$ cat src/rtl/pipe_stage_skid.sv
// Inter-stage pipeline register with a 2-entry skid buffer, flush, bubble insertion
// and saturating stall/flush counters. in_ready depends only on registered state.
module pipe_stage_skid #(
  parameter int CTRL_W = 12,
  parameter int DATA_W = 271,
  parameter int CNT_W  = 16
) (
  input  logic              clk,
  input  logic              reset,
  input  logic              flush,
  input  logic              bubble,
  input  logic              in_valid,
  output logic              in_ready,
  input  logic [CTRL_W-1:0] in_ctrl,
  input  logic [DATA_W-1:0] in_data,
  output logic              out_valid,
  input  logic              out_ready,
  output logic [CTRL_W-1:0] out_ctrl,
  output logic [DATA_W-1:0] out_data,
  output logic [CNT_W-1:0]  stall_cnt,
  output logic [CNT_W-1:0]  flush_cnt
);

  typedef enum logic [1:0] {EMPTY = 2'd0, ONE = 2'd1, TWO = 2'd2} state_t;

  state_t            state_q, state_d;
  logic [CTRL_W-1:0] main_ctrl_q, main_ctrl_d, skid_ctrl_q, skid_ctrl_d;
  logic [DATA_W-1:0] main_data_q, main_data_d, skid_data_q, skid_data_d;
  logic [CNT_W-1:0]  stall_cnt_q, stall_cnt_d, flush_cnt_q, flush_cnt_d;
  logic [CTRL_W-1:0] beat_ctrl;
  logic [DATA_W-1:0] beat_data;
  logic              push, pop;

  assign in_ready  = (state_q != TWO);
  assign out_valid = (state_q != EMPTY);
  assign out_ctrl  = main_ctrl_q;
  assign out_data  = main_data_q;
  assign stall_cnt = stall_cnt_q;
  assign flush_cnt = flush_cnt_q;

  always_comb begin
    state_d     = state_q;
    main_ctrl_d = main_ctrl_q;
    main_data_d = main_data_q;
    skid_ctrl_d = skid_ctrl_q;
    skid_data_d = skid_data_q;
    push        = in_valid && in_ready;
    pop         = out_valid && out_ready;
    beat_ctrl   = bubble ? '0 : in_ctrl;
    beat_data   = bubble ? '0 : in_data;

    // Empty entries are kept at zero so the outputs read zero when out_valid=0.
    if (flush) begin
      state_d     = EMPTY;
      main_ctrl_d = '0;
      main_data_d = '0;
      skid_ctrl_d = '0;
      skid_data_d = '0;
    end else begin
      case (state_q)
        EMPTY: begin
          if (push) begin
            main_ctrl_d = beat_ctrl;
            main_data_d = beat_data;
            state_d     = ONE;
          end
        end
        ONE: begin
          if (push && pop) begin
            main_ctrl_d = beat_ctrl;
            main_data_d = beat_data;
          end else if (push) begin
            skid_ctrl_d = beat_ctrl;
            skid_data_d = beat_data;
            state_d     = TWO;
          end else if (pop) begin
            main_ctrl_d = '0;
            main_data_d = '0;
            state_d     = EMPTY;
          end
        end
        TWO: begin
          if (pop) begin
            main_ctrl_d = skid_ctrl_q;
            main_data_d = skid_data_q;
            skid_ctrl_d = '0;
            skid_data_d = '0;
            state_d     = ONE;
          end
        end
        default: state_d = EMPTY;
      endcase
    end

    stall_cnt_d = stall_cnt_q;
    flush_cnt_d = flush_cnt_q;
    if (in_valid && !in_ready && (stall_cnt_q != '1)) stall_cnt_d = stall_cnt_q + CNT_W'(1);
    if (flush && (flush_cnt_q != '1))                 flush_cnt_d = flush_cnt_q + CNT_W'(1);
  end

  always_ff @(posedge clk) begin
    if (reset) begin
      state_q     <= EMPTY;
      main_ctrl_q <= '0;
      main_data_q <= '0;
      skid_ctrl_q <= '0;
      skid_data_q <= '0;
      stall_cnt_q <= '0;
      flush_cnt_q <= '0;
    end else begin
      state_q     <= state_d;
      main_ctrl_q <= main_ctrl_d;
      main_data_q <= main_data_d;
      skid_ctrl_q <= skid_ctrl_d;
      skid_data_q <= skid_data_d;
      stall_cnt_q <= stall_cnt_d;
      flush_cnt_q <= flush_cnt_d;
    end
  end

endmodule
$ cat config.mk
export PLATFORM = sky130hd
export DESIGN_NAME = pipe_stage_skid
export DESIGN_NICKNAME = d
export VERILOG_FILES = /design/src/rtl/pipe_stage_skid.sv
export SDC_FILE = /design/constraint.sdc
export NUM_CORES = 1
export LEC_CHECK = 0
export CAP_MARGIN = 10
export CORE_AREA = 2 2 237 239
export CTS_BUF_LIST = sky130_fd_sc_hd__clkbuf_4 sky130_fd_sc_hd__clkbuf_8
export CTS_CLUSTER_SIZE = 14
export DETAILED_ROUTE_END_ITERATION = 8
export DIE_AREA = 0 0 239 241
export DONT_BUFFER_PORTS = 1
export PLACE_DENSITY = 0.55
export SLEW_MARGIN = 10
export SYNTH_ARGS = -nofsm -noshare
export SYNTH_HDL_FRONTEND = slang
export SYNTH_SLANG_ARGS = --single-unit
export TNS_END_PERCENT = 1
$ cat constraint.sdc
create_clock -name clk -period 2.85 [get_ports clk]
set_clock_uncertainty 0.1 [all_clocks]
set_input_delay 0.285 -clock clk [delete_from_list [all_inputs] [get_ports clk]]
set_output_delay 0.285 -clock clk [all_outputs]
set_load 0.005 [all_outputs]
Yosys cells after proc, flatten, opt, wreduce, memory -nomap -nowiden

Cells that the tools add are included.

Flip-flop bits (word level): 600
Bits in latches: 0
Bits in writable memories: 0
Bits in read-only memories: 0
Output and inout bits: 317
Memories kept: 0

$add $sub $neg: 2
$mul: 0
Divide/modulo/power cells: 0
Order comparisons: 0
Equality and inequality tests: 12
Shifts and indexed selects: 0
Muxes and demuxes: 24
Bitwise logic cells: 0
Reduce and logical (&&, ||, !) cells: 15

Operator list:

| cell                  | count |
|---|---|
| $mux 271              | 7 |
| $pmux 271 s3          | 1 |
| $pmux 271 s2          | 1 |
| $mux 12               | 7 |
| $pmux 12 s3           | 1 |
| $add 16x1->16 const B | 2 |
| $ne 16x16->1 const B  | 2 |
| $pmux 12 s2           | 1 |
| $mux 2                | 5 |
| $ne 2x2->1 const B    | 5 |
| $ne 3x3->1 const B    | 3 |
| $reduce_and 4->1      | 2 |
| $logic_and 1x1->1     | 6 |
| $pmux 2 s3            | 1 |
| $reduce_and 5->1      | 1 |
| $reduce_bool 2->1     | 2 |
| $reduce_bool 3->1     | 1 |
| $eq 2x1->1 const B    | 1 |
| $eq 2x2->1 const B    | 1 |
| $logic_not 2->1       | 1 |
| $reduce_or 2->1       | 1 |
| $logic_not 1->1       | 1 |

Longest topological paths before layout

Depth in word-level cells: 6
Depth in mapped cells: 9

Least setup slack after synthesis

OpenSTA, ideal clock, no wires.

Kind: reg2reg
Start point: register state_q[0]
End point: register main_data_q[8], in the netlist out_data[8]
Setup time: 64 ps
Arrival time: 1936 ps
Slack: 749 ps
Cell stages (with the launch flop): 10
Path buffers: 2
Clock period less this slack: 2101 ps
Cell sequence: dfxtp_1 > inv_1 > ha_1 > nand2b_4 > or3_4 > a21oi_4 > buf_8 > buf_6 > a221oi_2 > nor2_1

Cells in the longest elaborated chain, start to end: 5

RTL lines:

| item                                                                     | RTL line | source |
|---|---|---|
| start: declaration                                                       | 26       | `state_t state_q, state_d;` |
| start signal: assignment                                                 | 111      | `state_q <= state_d;` |
| $ne 2x2->1 / $reduce_bool 2->1 (equally long branches)                   | 34, 35   |  |
| $logic_and 1x1->1, on equally long branches                              | 47, 48   |  |
| $logic_and 1x1->1                                                        | 69       | `if (push && pop) begin` |
| $ne 3x3->1 (no source line) / $mux 271 (equally long branches)           | n/a      |  |
| $reduce_and 5->1 (no source line) / $pmux 271 s3 (equally long branches) | n/a      |  |
| end signal: assignment                                                   | 113      | `main_data_q <= main_data_d;` |
| end: declaration                                                         | 28       | `logic [DATA_W-1:0] main_data_q, main_data_d, skid_data_q, skid_data_d;` |

Parallel ways exist; a longest one is shown, timed or not.
A chain may end at the register's enable or synchronous reset.

Worst setup path in the final report

Start point: register state_q[0]
End point: register main_data_q[179], in the netlist out_data[179]

Cells in the longest elaborated chain, start to end: 5

RTL lines:

| item                                                                     | RTL line | source |
|---|---|---|
| $reduce_bool 2->1 (*)                                                    | 35       | `assign out_valid = (state_q != EMPTY);` |
| via out_valid                                                            | 16       | `output logic out_valid,` |
| $logic_and 1x1->1 (*)                                                    | 48       | `pop = out_valid && out_ready;` |
| $logic_and 1x1->1                                                        | 69       |  |
| $ne 3x3->1 (no source line) / $mux 271 (equally long branches)           | n/a      |  |
| $reduce_and 5->1 (no source line) / $pmux 271 s3 (equally long branches) | n/a      |  |

Mark *: on every way through the listed nets, which the timed path passes. The rest lies on a longest branch.

==> results.py <==
metrics = {
    "run_status": {
        "status": "completed",
    },
    "logic_synthesis": {
        "synth_xor_xnor_area_share_pct": 1.03,
        "ys_ff_latch": 600,
        "yosysSeqAreaShare_pct": 50.3,
        "synthMuxAreaShare_pct": 0.210,
        "netlist_area_sq_mm": 0.0239,
        "synth-simple-area-share_pct": 17.4,
        "yosys.area_share.adder_pct": 0.367,
        "synth_compound_area_share_pct": 24.6,
        "ys.flop_type": "dfxtp_1",
        "synth.distinct_cells": 45,
        "async_reset_ff_share_pct": 0,
        "avgSynthCellArea_sq_um": 8.64,
        "syn-num-nets": 3061,
        "netlist_instances": 2765,
        "ys_warn_count": 0,
        "synth_top_family_by_area": "compound AO/OA/AOI/OAI gates",
        "synth-edff-count": 0,
    },
    "placed_design": {
        "place_area_sq_mm": 0.0243,
        "io_buffer_count": 0,
        "globalplace.congestion": 0.836,
        "hpwl_mm": 49.9,
    },
    "power": {
        "power_leakage_uw": 0.0102,
        "powerDensity_mw_per_mm2": 653,
        "intPower_uw": 14100,
        "swShare_pct": 26.6,
        "switchingPower_uw": 5090,
        "clkPwrFrac_pct": 41.8,
        "p_total_uw": 19200,
        "comb_power_share_pct": 11.6,
        "ir_drop_uv": 452,
        "seqPwrFrac_pct": 46.6,
    },
    "timing": {
        "fin_crit_ns": 2.67,
        "worstMarginPinSlew_ns": 0.830,
        "rsz0062_at_grt": "false",
        "min_period_over_period_pct": 93.8,
        "timing.slew.headroom_pct": 44.7,
        "hold_violations": 0,
        "setup_viol": 0,
        "drv_slew": 0,
        "max_freq_ghz": 0.374,
        "whs_ns": 0.0601,
        "tns_ns": 0,
    },
    "clock_network": {
        "numCtsBuffers": 102,
        "clkLatencyLatePin_ns": 0.71,
        "cts_tree": "yes",
        "htreeDepth": 3,
        "clk_pin_slew_worst_paths_ns": 0.06,
        "cts_resized": 0,
        "numClockSinks": 600,
        "clk_path_buf_depth": 3,
        "cts-root-buf": "clkbuf_8",
    },
    "setup_path": {
        "worst_setup_path_end_kind": "flip-flop",
        "worst-r2r-setup-slack_ns": 0.18,
        "crit_required_ns": 3.29,
        "startpoint_type": "flip-flop",
        "r2r.worst_path.cells": 8,
        "max_stage_delay_ns": 0.42,
        "rr_startpoint": "state_q[0]$_SDFFE_PP0P_",
        "reg2reg_to": "out_data[179]$_SDFFE_PP0P_",
        "arrival_ns": 3.12,
        "cpMostUsedCell": "inv_1",
        "worstSetupPathType": "flip-flop to flip-flop",
        "slowest_stage": "o32a_2",
        "path_cells": "inv_1, ha_1, inv_1, a21oi_1, o32a_2, buf_12, a221oi_1, nor2_1",
        "path_max_fanout": 118,
    },
    "floorplanning": {
        "die_area_sq_mm": 0.0576,
        "num_rows": 86,
        "start_util_pct": 43.5,
        "die_h_um": 241,
        "dieWidth_um": 239,
        "core_sq_mm": 0.0549,
        "io_pins": 606,
    },
    "worst_hold_path": {
        "hp-class": "input pin to flip-flop",
        "worst_hold_path.endpoint": "state_q[0]$_SDFFE_PP0P_",
        "worstHoldStart": "out_ready",
        "hold_depth": 5,
    },
    "global_routing": {
        "grt.overflow.total": 0,
        "grt_pass1_wl_mm": 126,
        "first_global_vias": 21500,
        "grtUsageMet3_pct": 8.98,
        "antenna_found_initial": 15,
        "grt_max_degree": 130,
        "grt_use_total_pct": 27.1,
        "busiest_layer": "met2",
        "use_met2_pct": 44.3,
        "met1_usage_pct": 33.1,
    },
    "route": {
        "drt_iter0_markers": 1892,
        "route.detailed.drc": 0,
        "wl_per_cell_um": 22.2,
        "post_drt_via_cell_ratio": 6.05,
        "drtAntennaViolNets": 0,
        "vias": 22500,
        "drtPass1Iterations": 7,
        "drt-total-wl_mm": 82.4,
    },
    "cells_and_area": {
        "area_delta_synth_final_pct": 22.7,
        "nets": 3229,
        "design_area_sq_mm": 0.0293,
        "drive_gt1_share_pct": 10.3,
    },
    "run": {
        "drv_cap": 0,
    },
}
## layout by cell type (no fill, tap or decap), drive strengths merged, types with 15 or more instances in the layout
cell	netlist	routed
o21ai	283	283
dlygate4sd3	0	290
a221oi	282	282
nand3	296	296
nand4	15	15
clkbuf	153	159
a21oi	289	289
nor2	323	323
xor2	20	20
dfxtp	600	600
nand2	301	301
buf	133	60
## critical path: cells and delay by family (launching register included)
kind	cells	cell delay (ns)
AOI/OAI and AO/OA	3	0.97
and+or+nand+nor	1	0.08
adders and majority gates	1	0.26
buffers and inverters	3	0.60
DFF	1	0.38
## sequential cells by signal, summed over array words and instances, names as in the netlist
signal	cells
skid_ctrl_q	12
out_ctrl	12
out_data	271
skid_data_q	271
state_q	2
flush_cnt	16
stall_cnt	16
## Yosys cell counts, types with 5 or more instances
| master | count | area share (%) |
|---|---|---|
| ha_1 | 7 | 0.37 |
| nand3_1 | 296 | 6.2 |
| and3_1 | 5 | 0.13 |
| a21oi_1 | 288 | 6.0 |
| xor2_1 | 20 | 0.73 |
| o21ai_0 | 283 | 5.9 |
| inv_1 | 6 | 0.094 |
| xnor2_1 | 8 | 0.29 |
| dfxtp_1 | 600 | 50 |
| and4_1 | 5 | 0.18 |
| nor2_1 | 323 | 5.1 |
| nand2_1 | 301 | 4.7 |
| a221oi_1 | 212 | 7.8 |
| nand4_1 | 15 | 0.39 |
| buf_6 | 25 | 1.2 |
| nor3_1 | 7 | 0.15 |
| clkbuf_1 | 153 | 2.4 |
| a221oi_2 | 70 | 4.4 |
| mux2i_1 | 5 | 0.21 |
| buf_8 | 5 | 0.31 |
| buf_2 | 100 | 2.1 |
## per-layer routing
| layer | routed length, um | part of all wire [%] |
|---|---|---|
| met1 | 32600 | 40 |
| met2 | 39400 | 48 |
| met3 | 7490 | 9.1 |
| met4 | 2850 | 3.5 |
| met5 | 47 | 0.057 |
## cell families after synthesis
kind of cell | Yosys count
AND/OR/NAND/NOR | 969
adder cells (fa/ha/maj) | 7
buffers and inverters | 292
multiplexers | 5
XOR/XNOR | 28
flip-flops | 600
AO/OA/AOI/OAI | 864
## final cells by class
| cell class | count | area [sq um] |
|---|---|---|
| well taps | 704 | 881 |
| fillers | 4962 | 25600 |
| inverters | 6 | 22.5 |
| clock inverters | 10 | 155 |
| diodes | 10 | 25.0 |
| flip-flops and latches | 600 | 12000 |
| repair buffers | 350 | 3820 |
| clock buffers | 159 | 1940 |
| multi-input cells | 1873 | 10500 |
## metrics by stage
| step | setup slack, ns | std cells | util, % |
|---|---|---|---|
| finish | 0.175 | 3712 | 53.4 |
| detailed placement | 0.227 | 3242 | 44.2 |
| CTS | 0.212 | 3702 | 53.4 |
| floorplan | 0.749 | 2765 | - |
| global route | 0.0137 | 3710 | 53.4 |
| global placement | 0.294 | 3242 | 44.2 |
## power by group through the flow
stage | Clock, uW | Combinational [uW] | Sequential [uW]
floorplan | 0 | 1340 | 8960
global placement | 0 | 1740 | 9090
detailed placement | 0 | 1760 | 9090
CTS | 8160 | 2200 | 8910
global route | 8540 | 2410 | 8930
finish | 8010 | 2230 | 8920
## worst max path at each step
stage | startpoint | cells after the start | end | slack, ns
after floorplan | state_q[0]$_SDFFE_PP0P_ | 9 | out_data[8]$_SDFFE_PP0P_ | 0.75
after global placement | state_q[0]$_SDFFE_PP0P_ | 8 | out_data[89]$_SDFFE_PP0P_ | 0.29
after detailed placement | state_q[0]$_SDFFE_PP0P_ | 9 | out_data[62]$_SDFFE_PP0P_ | 0.23
after CTS | state_q[0]$_SDFFE_PP0P_ | 8 | out_data[147]$_SDFFE_PP0P_ | 0.21
after global routing | state_q[1]$_SDFFE_PP0P_ | 8 | out_data[148]$_SDFFE_PP0P_ | 0.01
final | state_q[0]$_SDFFE_PP0P_ | 8 | out_data[179]$_SDFFE_PP0P_ | 0.18
## timing repair
item	4_1_cts	5_1_grt
hold buffers	291	0
buffers inserted	0	0
endpoints found under the hold margin	600	0
Power figures use the tool's default switching activity.
